**config.mk**
```make
export PLATFORM = sky130hd
export DESIGN_NAME = program_loader
export DESIGN_NICKNAME = d
export VERILOG_FILES = /design/src/rtl/program_loader_pkg.sv /design/src/rtl/program_loader.sv
export SDC_FILE = /design/constraint.sdc
export NUM_CORES = 1
export LEC_CHECK = 0
export ABC_AREA = 1
export CAP_MARGIN = 30
export CORE_ASPECT_RATIO = 1.1
export CORE_MARGIN = 3
export CORE_UTILIZATION = 35
export DETAILED_ROUTE_END_ITERATION = 6
export PLACE_DENSITY = 0.61
export REMOVE_ABC_BUFFERS = 1
export SLEW_MARGIN = 20
export SYNTH_ARGS = -nofsm -noshare
export SYNTH_HDL_FRONTEND = slang
export SYNTH_SLANG_ARGS = --single-unit
```
**constraint.sdc**
```tcl
create_clock -name clk -period 3 [get_ports clk]
set_input_delay 0.3 -clock clk [delete_from_list [all_inputs] [get_ports clk]]
set_output_delay 0.3 -clock clk [all_outputs]
set_load 0.02 [all_outputs]
```
**src/rtl/program_loader_pkg.sv**
```systemverilog
// program_loader_pkg: shared definitions for the boot-time program loader
// and the program memory write side (loader FSM states, write-enable codes).
package program_loader_pkg;

  // Loader FSM states. CSUM is only reachable when PROG_LOADER_CHECKSUM_EN
  // is defined; the encoding is shared so debug tooling sees one layout.
  typedef enum logic [2:0] {
    ST_IDLE = 3'd0,
    ST_LEN  = 3'd1,
    ST_LO   = 3'd2,
    ST_HI   = 3'd3,
    ST_WR   = 3'd4,
    ST_CSUM = 3'd5,
    ST_DONE = 3'd6
  } state_t;

  // Byte-lane write enables for the 16-bit program memory.
  localparam logic [1:0] WE_WORD = 2'b11;
  localparam logic [1:0] WE_NONE = 2'b00;

  // States in which the loader takes bytes from the stream.
  function automatic logic accepts_bytes(input state_t s);
    return (s == ST_LEN) || (s == ST_LO) || (s == ST_HI) || (s == ST_CSUM);
  endfunction

endpackage

```
**src/rtl/program_loader.sv**
```systemverilog
// program_loader: boot-time writer for the 256x16 program memory.
// Takes a byte stream (count byte N, then N+1 little-endian words, then an
// optional checksum byte), writes one word per WR cycle and holds the CPU
// off until a complete image is in memory.
//
// Optional feature macro: PROG_LOADER_CHECKSUM_EN
//   defined   : running XOR over count + data bytes, compared against a
//               trailing checksum byte in CSUM; mismatch sets error and
//               keeps cpu_hold high.
//   undefined : no checksum byte, WR goes straight to DONE, error is 0.
//
// Handshake: a byte transfers on a rising clk edge where in_valid && in_ready.
// in_ready is a registered decode of the state (high in LEN/LO/HI/CSUM), so
// the source may hold or drop in_valid for any number of cycles; nothing is
// consumed while in_ready is low, and in_valid is ignored in IDLE/WR/DONE.
module program_loader
  import program_loader_pkg::*;
#(
  parameter int ADDR_W    = 8,
  parameter int BASE_ADDR = 0
) (
  input  logic              clk,
  input  logic              rst_n,
  input  logic              start,
  input  logic              in_valid,
  input  logic [7:0]        in_data,
  output logic              in_ready,
  output logic [ADDR_W-1:0] wr_addr,
  output logic [15:0]       wr_data,
  output logic [1:0]        we,
  output logic              busy,
  output logic              done,
  output logic              error,
  output logic              cpu_hold,
  output logic [2:0]        state_dbg
);

  localparam logic [ADDR_W-1:0] BASE = ADDR_W'(BASE_ADDR);

  state_t      state;
  state_t      state_n;

  logic [7:0]  word_cnt;   // N from the count byte (words minus one)
  logic [7:0]  word_idx;   // index of the word currently being assembled
  logic [7:0]  lo_byte;    // low byte staged until the high byte arrives

  logic        accept;
  logic        last_word;
  logic        load_start;
  logic        enter_done;
  logic        err_n;      // error value latched on the edge entering DONE

  assign accept     = in_valid && in_ready;
  assign last_word  = (word_idx == word_cnt);
  assign load_start = start && ((state == ST_IDLE) || (state == ST_DONE));
  assign enter_done = (state_n == ST_DONE) && (state != ST_DONE);
  assign state_dbg  = state;

  // State register.
  always_ff @(posedge clk or negedge rst_n) begin
    if (!rst_n) begin
      state <= ST_IDLE;
    end else begin
      state <= state_n;
    end
  end

  // Next-state decode; start is only honoured in IDLE/DONE.
  always_comb begin
    state_n = state;
    case (state)
      ST_IDLE: begin
        if (start) state_n = ST_LEN;
      end
      ST_LEN: begin
        if (accept) state_n = ST_LO;
      end
      ST_LO: begin
        if (accept) state_n = ST_HI;
      end
      ST_HI: begin
        if (accept) state_n = ST_WR;
      end
      ST_WR: begin
        if (last_word) begin
`ifdef PROG_LOADER_CHECKSUM_EN
          state_n = ST_CSUM;
`else
          state_n = ST_DONE;
`endif
        end else begin
          state_n = ST_LO;
        end
      end
      ST_CSUM: begin
`ifdef PROG_LOADER_CHECKSUM_EN
        if (accept) state_n = ST_DONE;
`else
        state_n = ST_IDLE;
`endif
      end
      ST_DONE: begin
        if (start) state_n = ST_LEN;
      end
      default: begin
        state_n = ST_IDLE;
      end
    endcase
  end

  // Registered handshake outputs decoded from the next state, so in_ready and
  // we line up exactly with the state they belong to.
  always_ff @(posedge clk or negedge rst_n) begin
    if (!rst_n) begin
      in_ready <= 1'b0;
      we       <= WE_NONE;
    end else begin
      in_ready <= accepts_bytes(state_n);
      we       <= (state_n == ST_WR) ? WE_WORD : WE_NONE;
    end
  end

  // Word assembly and address walk. wr_data is only updated on the edge that
  // enters WR so the memory sees a whole, stable word.
  always_ff @(posedge clk or negedge rst_n) begin
    if (!rst_n) begin
      wr_addr  <= BASE;
      wr_data  <= 16'h0000;
      word_cnt <= 8'h00;
      word_idx <= 8'h00;
      lo_byte  <= 8'h00;
    end else begin
      if (load_start) begin
        wr_addr  <= BASE;
        word_idx <= 8'h00;
      end else begin
        case (state)
          ST_LEN: begin
            if (accept) word_cnt <= in_data;
          end
          ST_LO: begin
            if (accept) lo_byte <= in_data;
          end
          ST_HI: begin
            if (accept) wr_data <= {in_data, lo_byte};
          end
          ST_WR: begin
            if (!last_word) begin
              wr_addr  <= wr_addr + ADDR_W'(1);
              word_idx <= word_idx + 8'd1;
            end
          end
          default: begin
          end
        endcase
      end
    end
  end

`ifdef PROG_LOADER_CHECKSUM_EN
  logic [7:0] csum;

  assign err_n = (state == ST_CSUM) && (in_data != csum);

  // Running XOR over the count byte and every data byte of the image.
  always_ff @(posedge clk or negedge rst_n) begin
    if (!rst_n) begin
      csum <= 8'h00;
    end else if (load_start) begin
      csum <= 8'h00;
    end else if (accept && ((state == ST_LEN) || (state == ST_LO) || (state == ST_HI))) begin
      csum <= csum ^ in_data;
    end
  end

  // Error flag: cleared by start, latched from the checksum compare on DONE entry.
  always_ff @(posedge clk or negedge rst_n) begin
    if (!rst_n) begin
      error <= 1'b0;
    end else if (load_start) begin
      error <= 1'b0;
    end else if (enter_done) begin
      error <= err_n;
    end
  end
`else
  assign err_n = 1'b0;
  assign error = 1'b0;
`endif

  // Load status: busy/cpu_hold rise on start; done rises and cpu_hold follows
  // the error result on the edge that enters DONE.
  always_ff @(posedge clk or negedge rst_n) begin
    if (!rst_n) begin
      busy     <= 1'b0;
      done     <= 1'b0;
      cpu_hold <= 1'b1;
    end else if (load_start) begin
      busy     <= 1'b1;
      done     <= 1'b0;
      cpu_hold <= 1'b1;
    end else if (enter_done) begin
      busy     <= 1'b0;
      done     <= 1'b1;
      cpu_hold <= err_n;
    end
  end

endmodule

```
==> results of run 1 <==
power by group:
part | switching [uW] | internal (uW) | leakage (uW)
logic | 794 | 574 | 0.000947
clock network | 255 | 166 | 0.0000404
registers | 250 | 1050 | 0.000720
cell families after synthesis:
kind of cell	after synthesis
buffers and inverters	51
XOR/XNOR	9
adder cells (fa/ha/maj)	2
flip-flops	56
AND/OR/NAND/NOR	196
AO/OA/AOI/OAI	25
other	1
synth_stat cells, types with 2 or more instances:
| cell type | instances |
|---|---|
| buf_4 | 4 |
| nor2_1 | 20 |
| xnor2_1 | 4 |
| nand4_1 | 13 |
| o21ai_0 | 8 |
| nand2_2 | 3 |
| buf_6 | 4 |
| buf_2 | 4 |
| nand3_1 | 36 |
| nand2_1 | 118 |
| inv_2 | 4 |
| inv_1 | 35 |
| ha_1 | 2 |
| dfrtp_1 | 55 |
| nand3_2 | 2 |
| o21ai_1 | 15 |
| xor2_1 | 5 |
layout by cell type, fill, tap and decap left out:
| cell type | instances |
|---|---|
| a21oi_1 | 1 |
| buf_2 | 1 |
| buf_4 | 2 |
| clkbuf_8 | 5 |
| clkdlybuf4s50_1 | 43 |
| clkinv_4 | 1 |
| clkinvlp_4 | 2 |
| conb_1 | 1 |
| dfrtp_1 | 55 |
| dfstp_2 | 1 |
| ha_1 | 2 |
| inv_1 | 35 |
| inv_2 | 4 |
| nand2_1 | 118 |
| nand2_2 | 3 |
| nand2_4 | 1 |
| nand3_1 | 36 |
| nand3_2 | 2 |
| nand4_1 | 13 |
| nand4_2 | 1 |
| nor2_1 | 20 |
| nor2_2 | 1 |
| nor2_8 | 1 |
| o21ai_0 | 8 |
| o21ai_1 | 15 |
| o21ai_2 | 1 |
| xnor2_1 | 4 |
| xor2_1 | 5 |
metrics by stage:
stage               util [%]  power, uW  setup WS, ns
floorplan                  -       2140          1.24
global placement        42.8       2670         0.990
detailed placement      42.8       2700         0.950
CTS                     44.0       3130          1.24
global route            44.0       3370          1.06
finish                  44.0       3090          1.22
state kept, by name, indices dropped and copies added, names as in the netlist:
signal     count
wr_addr        8
lo_byte        8
state_dbg      3
cpu_hold       1
we             1
busy           1
in_ready       1
done           1
wr_data       16
word_idx       8
word_cnt       8
worst paths after layout:
kind,end,slack (ns),from
setup / recovery,word_idx[3]$_DFFE_PN0P_,1.22,state_dbg[2]$_DFF_PN0_
hold / removal,we[0]$_DFF_PN0_,0.11,rst_n
setup reg to reg,word_idx[3]$_DFFE_PN0P_,1.22,state_dbg[2]$_DFF_PN0_
hold reg to reg,cpu_hold$_DFFE_PN1P_,0.47,cpu_hold$_DFFE_PN1P_
max in group asynchronous,word_cnt[6]$_DFFE_PN0P_,2.43,rst_n
min in group clk,cpu_hold$_DFFE_PN1P_,0.47,cpu_hold$_DFFE_PN1P_
worst max-delay path, cell delays in order, from the launching register on:
cell and delay, ns:
dfrtp_1 0.43, inv_2 0.08, nand2_1 0.09, nand4_2 0.43, nand2_2 0.46, nand4_1 0.14
nand2_1 0.09
per-layer routing:
layer,part of all wire (%),routed length [um],global-route usage [%]
met5,0,0,0
met4,1.2,67,4.36
met3,4.9,280,3.51
met2,45,2570,22.3
met1,49,2780,17.9
layout make-up:
type,instances,area [um2],area share [%]
Sequential cell,56,1400,42.1
Multi-Input combinational cell,233,1100,33.2
Timing Repair Buffer,46,450,13.5
Inverter,39,146,4.40
Tap cell,105,131,3.95
Clock buffer,5,68.8,2.07
Clock inverter,3,23.8,0.714
==> impl_metrics.ini, run 1 <==
[worst_setup_path]
start_kind = flop
crit_arrival_ns = 2.03
cp_max_fo = 16
r2r_cells = 6
worst-setup-path-type = flop to flop
end_kind = flop
required_ns = 3.25

[routing]
drt_first_pass_iters = 4
routedWlPerCell_um = 11.7
avgViaCountPerCell = 4.64
drtIter0Drc = 103
wl_mm = 5.70
vias = 2262
antenna_left = 0
drcViolationCount = 0

[cts]
clkSinkCount = 56
cts_hold_buf = 0
cts_resized = 0
cts-root-buf = clkbuf_8
worstSkewPairLatency_ns = 0.31
clk_pin_slew_ns = 0.11
cts_inserted_buffers = 5
tritoncts = done
htree_levels = 2
postCtsSetupBuffers = 0
clock_path_buffers = 2

[cells_and_area]
area_growth_pct = 21.1
drive_gt1_share_pct = 6.81
design_area_mm2 = 0.00333
num-fill-cells = 772
finalNonFillerCells = 487
n_antenna_cell = 0
final_net_count = 395

[floorplan]
ios = 46
start_util_pct = 36.4
fp-row-count = 33
die_y_um = 99.0
core_area_mm2 = 0.00756
fp.dieW_um = 90.5
die_area_mm2 = 0.00895

[global_routing]
grt_max_degree = 57
grt_pass1_vias = 2239
antenna_found_initial = 0
grt.overflow.total = 0
gr-usage-all-layers_pct = 13.7
grt_pass1_wl_mm = 10.2

[sta]
hold_viol = 0
finClkSkew_ns = 0.0124
max_slew_margin_pct = 53.3
fin_crit_sh_pct = 59.3
tightest_slew_ns = 0.700
finalSetupViolations = 0
slew_violations = 0
period_needed_ns = 1.78
fmax_ghz = 0.562
fin_setup_tns_ns = 0
holdWs_ns = 0.109
rsz0062_at_grt = no

[synthesis]
synthFlopType = dfrtp_1
synth_seq_cells = 56
synth-simple-area-share_pct = 31.6
synth_top_area_cell = dfrtp_1
syn_area_mm2 = 0.00275
synthAdderAreaFrac_pct = 0.910
seq_area_frac_synth_pct = 51.0
synth_area_leaders = dfrtp_1 (50%), nand2_1 (16%), nand3_1 (6.6%)
syn_inst = 340
synth_top_cell_area_share_pct = 50.1
avgSynthCellArea_um2 = 8.08
synthXorXnorAreaFrac_pct = 2.87
synth_edf_count = 0
yosysWarnings = 0
ys_types = 25
synth_compound_area_share_pct = 4.69
synth.mux.area_fraction_pct = 0
async_flop_share_pct = 100
synth_top_family_by_area = simple AND/OR/NAND/NOR gates

[placed_design]
io_buffer_count = 44
dp_hpwl_mm = 3.99
dp.cells = 479
place_congestion = 0.759
post_dp_cell_area_mm2 = 0.00324

[power_and_ir_drop]
p_per_area_mw_per_mm2 = 929
power_leakage_uw = 0.00171
peakVddDrop_mv = 0.307

[run_status]
status = completed

[hold_path]
hold_path.class = input port to async pin

[flow_run]
timing.max_cap.violations = 0
Note: power is estimated with default switching activity, not from simulation.
==> run 2, diff against run 1 <==
Clock period 3 ns to 1.75 ns, I/O delays scaled along.
==> impl_metrics.ini, run 2 (same netlist as run 1, synthesis figures left out) <==
[cts]
postCtsSetupBuffers = 0
clk_pin_slew_ns = 0.10
cts_hold_buf = 1
htree_levels = 2
cts-root-buf = clkbuf_8
cts_resized = 0
tritoncts = done
clock_path_buffers = 2
worstSkewPairLatency_ns = 0.31
cts_inserted_buffers = 5
clkSinkCount = 56

[global_routing]
gr-usage-all-layers_pct = 13.2
grt_pass1_wl_mm = 9.80
groute.layer.met3.usage_pct = 2.98
antenna_found_initial = 0
grt_max_degree = 57
grt_use_met1_pct = 17.2
grt_pass1_vias = 2152
use_met2_pct = 22.5
grt.overflow.total = 0
grt-busiest-layer = met2

[routing]
antenna_left = 0
wl_mm = 5.67
drt_first_pass_iters = 4
drtIter0Drc = 101
routedWlPerCell_um = 11.5
drcViolationCount = 0
vias = 2250
avgViaCountPerCell = 4.58

[sta]
slew_violations = 0
fmax_ghz = 0.617
finalSetupViolations = 0
fin_setup_tns_ns = 0
finClkSkew_ns = 0.0151
holdWs_ns = 0.395
hold_viol = 0
fin_crit_sh_pct = 92.6
rsz0062_at_grt = no
period_needed_ns = 1.62
fin_ws_ns = 0.129

[floorplan]
die_area_mm2 = 0.00895
die_y_um = 99.0
fp-row-count = 33
ios = 46
start_util_pct = 36.4
core_area_mm2 = 0.00756
fp.dieW_um = 90.5

[worst_setup_path]
end_kind = output pin
startpoint = cpu_hold$_DFFE_PN1P_
r2r_cells = 9
crit_buf_inv = 1
rr_startpoint = word_idx[0]$_DFFE_PN0P_
worst-setup-path-type = flop to output pin
crit_slowest_cell = clkdlybuf4s50_1
worstSetupEndpoint = cpu_hold
max_stage_delay_ns = 0.59
start_kind = flop
worstReg2RegEnd = word_idx[7]$_DFFE_PN0P_
path_depth = 1
cp_max_fo = 2
r2r_slack_ns = 0.23
critPathTopFamily = buffers and inverters
required_ns = 1.57
crit_arrival_ns = 1.45
cp_cell_sequence = clkdlybuf4s50_1

[cells_and_area]
num-fill-cells = 758
final_cell_mix = nand2_1 (118), dfrtp_1 (55), clkdlybuf4s50_1 (43)
drive_gt1_share_pct = 7.25
largest-register = wr_data
finalNonFillerCells = 491
fin_util_pct = 44.6
area_growth_pct = 22.6
largest_reg_flops = 16
n_antenna_cell = 0
final_net_count = 399
final_common_cell = nand2_1

[placed_design]
dp_hpwl_mm = 4.09
dp_slack_ns = 0.188
dp.cells = 482
io_buffer_count = 44
place_congestion = 0.812

[power_and_ir_drop]
p_per_area_mw_per_mm2 = 1580
peakVddDrop_mv = 0.551
power_leakage_uw = 0.00173

[run_status]
status = completed

[hold_path]
hold_path.class = input port to async pin

[flow_run]
timing.max_cap.violations = 0
==> run 2: worst min path at each step <==
stage | startpoint | end
finish | rst_n | wr_data[10]$_DFFE_PN0P_
floorplan | rst_n | busy$_DFFE_PN0P_
CTS | rst_n | word_idx[2]$_DFFE_PN0P_
global placement | rst_n | wr_data[10]$_DFFE_PN0P_
detailed placement | rst_n | wr_data[10]$_DFFE_PN0P_
global route | rst_n | word_idx[3]$_DFFE_PN0P_
==> run 2: metal layers <==
| layer | up-vias | share of wire, % |
|---|---|---|
| met4 | 0 | 0.60 |
| met1 | 1039 | 49 |
| li1 | 1157 | - |
| met2 | 50 | 47 |
| met5 | - | 0 |
| met3 | 4 | 4.1 |
==> run 2: area by class of cell <==
| type | instances | area [um2] | area share, % |
|---|---|---|---|
| clock buffer | 6 | 72.6 | 2.15 |
| clock inverter | 2 | 16.3 | 0.483 |
| inverter | 39 | 146 | 4.34 |
| multi-input combinational | 233 | 1100 | 32.8 |
| sequential | 56 | 1400 | 41.6 |
| tap | 105 | 131 | 3.90 |
| timing repair buffer | 50 | 495 | 14.7 |
==> run 2: tightest hold or removal path, stage by stage <==
cell	delay, ns
dlygate4sd3_1	0.52
buf_2	0.12
buf_12	0.27
==> run 2: report_power, final <==
| group | internal (uW) | leakage [uW] | switching (uW) | total, uW |
|---|---|---|---|---|
| combinational | 1010 | 0.000970 | 1380 | 2390 |
| sequential | 1810 | 0.000720 | 428 | 2230 |
| clock | 286 | 0.0000414 | 413 | 699 |
| total | 3110 | 0.00173 | 2220 | 5320 |
==> run 2: metrics by stage <==
step / instance area (um2) / power (uW)
final: 3370 / 5320
after detailed placement: 3270 / 4680
after global placement: 3270 / 4620
after CTS: 3370 / 5400
after floorplan: 2650 / 3670
after global routing: 3370 / 5760
